## src/rtl/gyro_pkg.sv

```systemverilog
// Shared types and constants for the gyro tilt integrator.
// FSM state enum, turn constants in millidegrees, default deadband.
package gyro_pkg;

  typedef enum logic [1:0] {
    IDLE,
    PROC,
    DONE
  } state_t;

  localparam int MDEG_HALF_TURN = 180000;
  localparam int MDEG_TURN      = 360000;

  localparam int DB_LO_DEF = -42;
  localparam int DB_HI_DEF = 10;

endpackage

```

## src/rtl/gyro_avg_ring.sv

```systemverilog
// Single-channel moving-average ring buffer with exact running sum.
// Ports: CLK, RST_N, clr, push, wptr, sample in; avg out.
module gyro_avg_ring
  import gyro_pkg::*;
#(
  parameter int WIDTH    = 16,
  parameter int AVG_LOG2 = 4
) (
  input  logic                         CLK,
  input  logic                         RST_N,
  input  logic                         clr,
  input  logic                         push,
  input  logic [AVG_LOG2-1:0]          wptr,
  input  logic signed [WIDTH-1:0]      sample,
  output logic signed [WIDTH+AVG_LOG2-1:0] avg
);

  localparam int SUMW  = WIDTH + AVG_LOG2;
  localparam int DEPTH = 1 << AVG_LOG2;

  logic signed [WIDTH-1:0] mem [DEPTH];
  logic signed [SUMW-1:0]  sum_q;
  logic signed [SUMW-1:0]  sum_d;
  logic signed [WIDTH-1:0] old;

  assign old = mem[wptr];

  // avg reflects the sum including the sample being pushed,
  // so the caller can consume it on the same edge.
  always_comb begin
    sum_d = sum_q
          + {{AVG_LOG2{sample[WIDTH-1]}}, sample}
          - {{AVG_LOG2{old[WIDTH-1]}}, old};
  end

  assign avg = sum_d >>> AVG_LOG2;

  always_ff @(posedge CLK or negedge RST_N) begin
    if (!RST_N) begin
      sum_q <= '0;
      for (int i = 0; i < DEPTH; i++) mem[i] <= '0;
    end else if (clr) begin
      sum_q <= '0;
      for (int i = 0; i < DEPTH; i++) mem[i] <= '0;
    end else if (push) begin
      mem[wptr] <= sample;
      sum_q     <= sum_d;
    end
  end

endmodule

```

## src/rtl/gyro_tilt_integrator.sv

```systemverilog
// Multi-channel gyro rate-to-tilt integrator, one channel per clock.
// Ports: CLK, RST_N, RATE, ZERO in; ANGLE, VALID, BUSY out.
// Define GYRO_TILT_WRAP_EN to wrap angles mod 360000, else saturate.
module gyro_tilt_integrator
  import gyro_pkg::*;
#(
  parameter int CHANNELS    = 3,
  parameter int WIDTH       = 16,
  parameter int ANGLE_WIDTH = 20,
  parameter int AVG_LOG2    = 4,
  parameter int TICK_DIV    = 50000,
  parameter int DB_LO       = DB_LO_DEF,
  parameter int DB_HI       = DB_HI_DEF
) (
  input  logic                            CLK,
  input  logic                            RST_N,
  input  logic [CHANNELS*WIDTH-1:0]       RATE,
  input  logic                            ZERO,
  output logic [CHANNELS*ANGLE_WIDTH-1:0] ANGLE,
  output logic                            VALID,
  output logic                            BUSY
);

  localparam int SUMW = WIDTH + AVG_LOG2;
  localparam int MW0  = (ANGLE_WIDTH > SUMW) ? ANGLE_WIDTH : SUMW;
  localparam int SW   = ((MW0 > 20) ? MW0 : 20) + 1;
  localparam int CW   = (TICK_DIV > 1) ? $clog2(TICK_DIV) : 1;
  localparam int CHW  = (CHANNELS > 1) ? $clog2(CHANNELS) : 1;

  localparam logic signed [SUMW-1:0] DBL = SUMW'(DB_LO);
  localparam logic signed [SUMW-1:0] DBH = SUMW'(DB_HI);

`ifdef GYRO_TILT_WRAP_EN
  localparam logic signed [SW-1:0] HALF  = SW'(MDEG_HALF_TURN);
  localparam logic signed [SW-1:0] NHALF = -SW'(MDEG_HALF_TURN);
  localparam logic signed [SW-1:0] TURN  = SW'(MDEG_TURN);
`else
  localparam logic signed [SW-1:0] AMAX =
    {{(SW-ANGLE_WIDTH+1){1'b0}}, {(ANGLE_WIDTH-1){1'b1}}};
  localparam logic signed [SW-1:0] AMIN = ~AMAX;
`endif

  if (TICK_DIV < CHANNELS + 2) begin : g_bad_div
    $error("TICK_DIV must be at least CHANNELS+2");
  end
  if (ANGLE_WIDTH < 19) begin : g_bad_aw
    $error("ANGLE_WIDTH must be at least 19");
  end
  if (AVG_LOG2 < 1) begin : g_bad_avg
    $error("AVG_LOG2 must be at least 1");
  end

  function automatic logic signed [ANGLE_WIDTH-1:0] step(
    input logic signed [ANGLE_WIDTH-1:0] a,
    input logic signed [SUMW-1:0]        avg
  );
    logic signed [SUMW-1:0] v;
    logic signed [SW-1:0]   s;
    v = ((avg > DBL) && (avg < DBH)) ? '0 : avg;
    s = {{(SW-ANGLE_WIDTH){a[ANGLE_WIDTH-1]}}, a}
      + {{(SW-SUMW){v[SUMW-1]}}, v};
`ifdef GYRO_TILT_WRAP_EN
    if (s >= HALF)      s = s - TURN;
    else if (s < NHALF) s = s + TURN;
`else
    if (s > AMAX)      s = AMAX;
    else if (s < AMIN) s = AMIN;
`endif
    return s[ANGLE_WIDTH-1:0];
  endfunction

  logic [CW-1:0]             cnt_q;
  logic                      tick;
  state_t                    state_q;
  state_t                    state_d;
  logic [CHW-1:0]            ch_q;
  logic                      last_ch;
  logic [AVG_LOG2-1:0]       wptr_q;
  logic [CHANNELS*WIDTH-1:0] snap_q;

  assign tick    = (cnt_q == CW'(TICK_DIV - 1));
  assign last_ch = (ch_q == CHW'(CHANNELS - 1));

  always_ff @(posedge CLK or negedge RST_N) begin
    if (!RST_N)             cnt_q <= '0;
    else if (ZERO || tick)  cnt_q <= '0;
    else                    cnt_q <= cnt_q + 1'b1;
  end

  always_comb begin
    state_d = state_q;
    unique case (state_q)
      IDLE:    if (tick) state_d = PROC;
      PROC:    if (last_ch) state_d = DONE;
      DONE:    state_d = IDLE;
      default: state_d = IDLE;
    endcase
    if (ZERO) state_d = IDLE;
  end

  always_ff @(posedge CLK or negedge RST_N) begin
    if (!RST_N) state_q <= IDLE;
    else        state_q <= state_d;
  end

  always_ff @(posedge CLK or negedge RST_N) begin
    if (!RST_N) begin
      ch_q   <= '0;
      wptr_q <= '0;
      snap_q <= '0;
    end else if (ZERO) begin
      ch_q   <= '0;
      wptr_q <= '0;
      snap_q <= '0;
    end else begin
      unique case (state_q)
        IDLE: if (tick) begin
          snap_q <= RATE;
          ch_q   <= '0;
        end
        PROC: ch_q <= last_ch ? '0 : ch_q + 1'b1;
        DONE: wptr_q <= wptr_q + 1'b1;
        default: ;
      endcase
    end
  end

  for (genvar c = 0; c < CHANNELS; c++) begin : g_ch
    logic signed [SUMW-1:0]        avg;
    logic                          push;
    logic signed [ANGLE_WIDTH-1:0] ang_q;

    assign push = (state_q == PROC) && (ch_q == CHW'(c));

    gyro_avg_ring #(
      .WIDTH    (WIDTH),
      .AVG_LOG2 (AVG_LOG2)
    ) u_ring (
      .CLK    (CLK),
      .RST_N  (RST_N),
      .clr    (ZERO),
      .push   (push),
      .wptr   (wptr_q),
      .sample (snap_q[c*WIDTH +: WIDTH]),
      .avg    (avg)
    );

    always_ff @(posedge CLK or negedge RST_N) begin
      if (!RST_N)    ang_q <= '0;
      else if (ZERO) ang_q <= '0;
      else if (push) ang_q <= step(ang_q, avg);
    end

    assign ANGLE[c*ANGLE_WIDTH +: ANGLE_WIDTH] = ang_q;
  end

  assign VALID = (state_q == DONE);
  assign BUSY  = (state_q != IDLE);

endmodule
```

## config.mk

```make
export PLATFORM = sky130hd
export DESIGN_NAME = gyro_tilt_integrator
export DESIGN_NICKNAME = d
export VERILOG_FILES = /design/src/rtl/gyro_pkg.sv /design/src/rtl/gyro_avg_ring.sv /design/src/rtl/gyro_tilt_integrator.sv
export SDC_FILE = /design/constraint.sdc
export NUM_CORES = 2
export LEC_CHECK = 0
export ABC_CLOCK_PERIOD_IN_PS = 22800
export BUFFER_PORTS_ARGS = -buffer_cell sky130_fd_sc_hd__buf_2
export CORE_ASPECT_RATIO = 1.2
export CORE_MARGIN = 2
export CORE_UTILIZATION = 45
export CTS_CLUSTER_DIAMETER = 120
export CTS_CLUSTER_SIZE = 28
export DETAILED_ROUTE_END_ITERATION = 10
export PLACE_DENSITY_LB_ADDON = 0.05
export SYNTH_ARGS = -nofsm -noshare
export SYNTH_HDL_FRONTEND = slang
export SYNTH_HIERARCHICAL = 1
export SYNTH_SLANG_ARGS = --single-unit
```

## constraint.sdc

```tcl
create_clock -name CLK -period 22.8 [get_ports CLK]
set_clock_uncertainty 0.05 [all_clocks]
set_input_delay 2.28 -clock CLK [delete_from_list [all_inputs] [get_ports CLK]]
set_output_delay 2.28 -clock CLK [all_outputs]
set_load 0.03 [all_outputs]
```

==> impl_metrics.ini <==
[timing]
slew_headroom = 0.116
setup_viol = 0
finalCritPeriodShare = 0.462
rsz0062_at_grt = no
period_needed_ns = 10.53
slew_violations = 0
fmax_mhz = 94.9
hold_viol = 0
tns_ns = 0
tightest_slew_ns = 1.32

[run]
drv_cap = 0

[global_routing]
grt_antenna_before_repair = 4
grt_overflow = 0
grt_pass1_vias = 41538
groute.usage.overall = 0.278
grt_pass1_wl_um = 263000
grt_max_degree = 154

[routing]
wl_per_cell_um = 23.5
dr_total_vias = 41501
route.detailed.drc = 0
dr.pass1.iters = 7
drt_wl_total_um = 168000
dr.first_iter.drc_count = 3799
ant_nets = 0
via_per_inst = 5.78

[pwr]
p_leak_uw = 0.0233
p_per_area_mw_per_mm2 = 48.9
irDropWorstVdd_v = 0.0000577

[critical_path]
worstPathMaxFanout = 103
cp_num_buf_inv = 3
worstRegToRegCells = 28
worstPathRequired_ns = 23.36
cpPeakStageDelay_ns = 0.89
crit_cells = 28
worstSetupPathType = reg -> reg
r2r_end = g_ch[2].ang_q[2]
reg2reg_slack_ns = 12.27
endpoint_kind = flip-flop
cp_slowest_cell = dfrtp_4
critPathLaunchType = flip-flop
r2r-start = wptr_q[0]
crit_start = wptr_q[0]
path_delay_family = simple AND/OR/NAND/NOR gates
crit_end = g_ch[2].ang_q[2]
worstPathArrival_ns = 11.09

[floorplan]
core_sq_mm = 0.118
initial_core_util = 0.455
io_pins = 113
die_x_um = 319
die_h_um = 382
fp-row-count = 138
die_area_sq_mm = 0.122

[yosys]
avgSynthCellArea_sq_um = 9.21
synth-edff-count = 0
syn-cell-area_sq_mm = 0.0537
yosys_warnings = 6
async_flop_share = 1.00
synthDistinctLibCells = 95
yosys_register_bits = 960
yosysSeqAreaShare = 0.447
postSynthNetCount = 6064
syn_inst = 5828
synth_ff_type = dfrtp_1

[cts]
tritoncts = built
cts_resized = 0
root_buffer = clkbuf_16
clk_pin_slew_ns = 0.11
hold_buffers = 0
cts_setup_buffers = 0
clock_latency_ns = 0.69
cts.sinks = 960
htree_levels = 2
cts_buffer_depth = 3
cts-buffers-inserted = 41

[run_status]
outcome = completed

[layout]
num_antenna_cells = 0
drive_above_1_share = 0.103
fill_cells = 11413
fin_area_sq_mm = 0.0562
area_delta_synth_final_pct = 4.72
fin_nets = 5863

[placed_design]
io_buffers = 112
dpl.hpwl_um = 111000
gp_congestion = 0.892
postPlaceCellArea_sq_mm = 0.0550

[hold_path]
min_path_type = reg -> reg
==> worst reg2reg max path: cells and delay by family, from the launching register on <==
family / cells / cell delay [ns]
muxes: 2 / 1.23
xor gates and xnor gates: 1 / 0.60
adders and majority gates: 3 / 1.35
DFF: 1 / 0.89
AOI/OAI and AO/OA: 7 / 1.41
buffers and inverters: 3 / 1.60
and+or+nand+nor: 12 / 3.34
==> power breakdown <==
group          switching [uW]  internal, uW
Sequential              0.806          1700
Clock                     591           360
Combinational            79.4          12.9
Total                     671          2080
==> kinds of logic (layout without fill, tap and decap cells) <==
family | after synthesis | in the layout | share of synthesized area
mux | 264 | 264 | 0.105
xor+xnor | 102 | 102 | 0.0175
flops | 960 | 960 | 0.447
compound gates | 1289 | 1289 | 0.142
simple gates | 2330 | 2330 | 0.183
buf+inv | 696 | 506 | 0.0533
fa+ha+maj | 187 | 187 | 0.0519
==> stage by stage <==
stage	setup WS, ns	hold slack (ns)	cells	power (uW)	util
global route	11.49	0.443	7178	2850	0.476
global placement	12.40	0.392	7124	1830	0.466
floorplan	15.16	0.375	5828	1780	-
CTS	12.20	0.431	7178	2780	0.476
detailed placement	12.29	0.415	7124	1830	0.466
finish	12.27	0.425	7178	2750	0.476
==> how the worst min path moves through the flow <==
stage,start,endpoint,slack [ns],cells past startpoint
2_1_floorplan,cnt_q[0],cnt_q[0],0.38,1
3_3_place_gp,cnt_q[0],cnt_q[0],0.39,1
3_5_place_dp,cnt_q[0],cnt_q[0],0.42,1
4_1_cts,cnt_q[0],cnt_q[0],0.43,1
5_1_grt,cnt_q[0],cnt_q[0],0.44,1
6_report,cnt_q[0],cnt_q[0],0.42,1
==> registers in the layout (all words and copies together) (netlist names) <==
| signal | cells |
|---|---|
| g_ch.u_ring/mem | 768 |
| g_ch.ang_q | 60 |
| g_ch.u_ring/sum_q | 60 |
| snap_q | 48 |
| cnt_q | 16 |
| wptr_q | 4 |
| ch_q | 2 |
| state_q | 2 |
==> layout by cell type, fill, tap and decap left out, drive strengths merged, types with 8 or more instances in the layout <==
master	synthesis	layout
nand3	45	45
a21boi	8	8
and3	20	20
clkbuf	303	47
nand3b	11	11
o2111ai	8	8
nor2b	24	24
o21bai	11	11
mux4	240	240
nand2	1782	1782
and4	12	12
fa	60	60
nand4	35	35
xor2	40	40
inv	258	260
or2	12	12
nor3	35	35
and2	69	69
a221o	63	63
nor2	191	191
a22o	10	10
a31oi	12	12
a21o	55	55
nand2b	30	30
mux2i	24	24
or3	10	10
nor4	24	24
o21ai	66	66
o21a	26	26
nor3b	10	10
a21oi	920	920
dfrtp	960	960
a211oi	34	34
ha	125	125
o31ai	9	9
buf	134	193
xnor2	59	59
==> cell usage after synthesis, types with 20 or more instances <==
library cell / n / area [sq um]
nand2_1: 1782 / 6690
dfrtp_1: 960 / 24000
a21oi_1: 916 / 4580
clkbuf_1: 302 / 1130
inv_1: 258 / 968
mux4_2: 240 / 5410
nor2_1: 171 / 642
ha_1: 125 / 1560
buf_2: 109 / 546
and2_1: 69 / 432
a221o_1: 63 / 631
fa_1: 60 / 1200
xnor2_1: 59 / 517
a21o_1: 55 / 413
nand3_1: 45 / 225
o21ai_0: 45 / 225
xor2_1: 40 / 350
nand4_1: 35 / 219
nand2b_1: 30 / 188
a211oi_1: 29 / 218
o21a_1: 26 / 195
nor2b_1: 24 / 150
mux2i_1: 23 / 230
nor4_1: 23 / 144
nor3_1: 22 / 110
and3_1: 20 / 125
nor2_2: 20 / 125
o21ai_1: 20 / 100
==> layer usage <==
layer	part of all wire	global-route usage
met2	0.47	0.451
met4	0.027	0.0724
met5	0.000071	0
met1	0.45	0.398
met3	0.048	0.0323
==> cell type report <==
cell class	instances	area (sq um)	share of cell area
Timing Repair Buffer	193	1230	0.0218
Inverter	259	972	0.0173
Tap cell	1540	1930	0.0343
Clock inverter	7	116	0.00207
Multi-Input combinational cell	4172	26900	0.478
Clock buffer	47	1080	0.0192
Sequential cell	960	24000	0.428
Note: power is estimated with default switching activity, not from simulation.
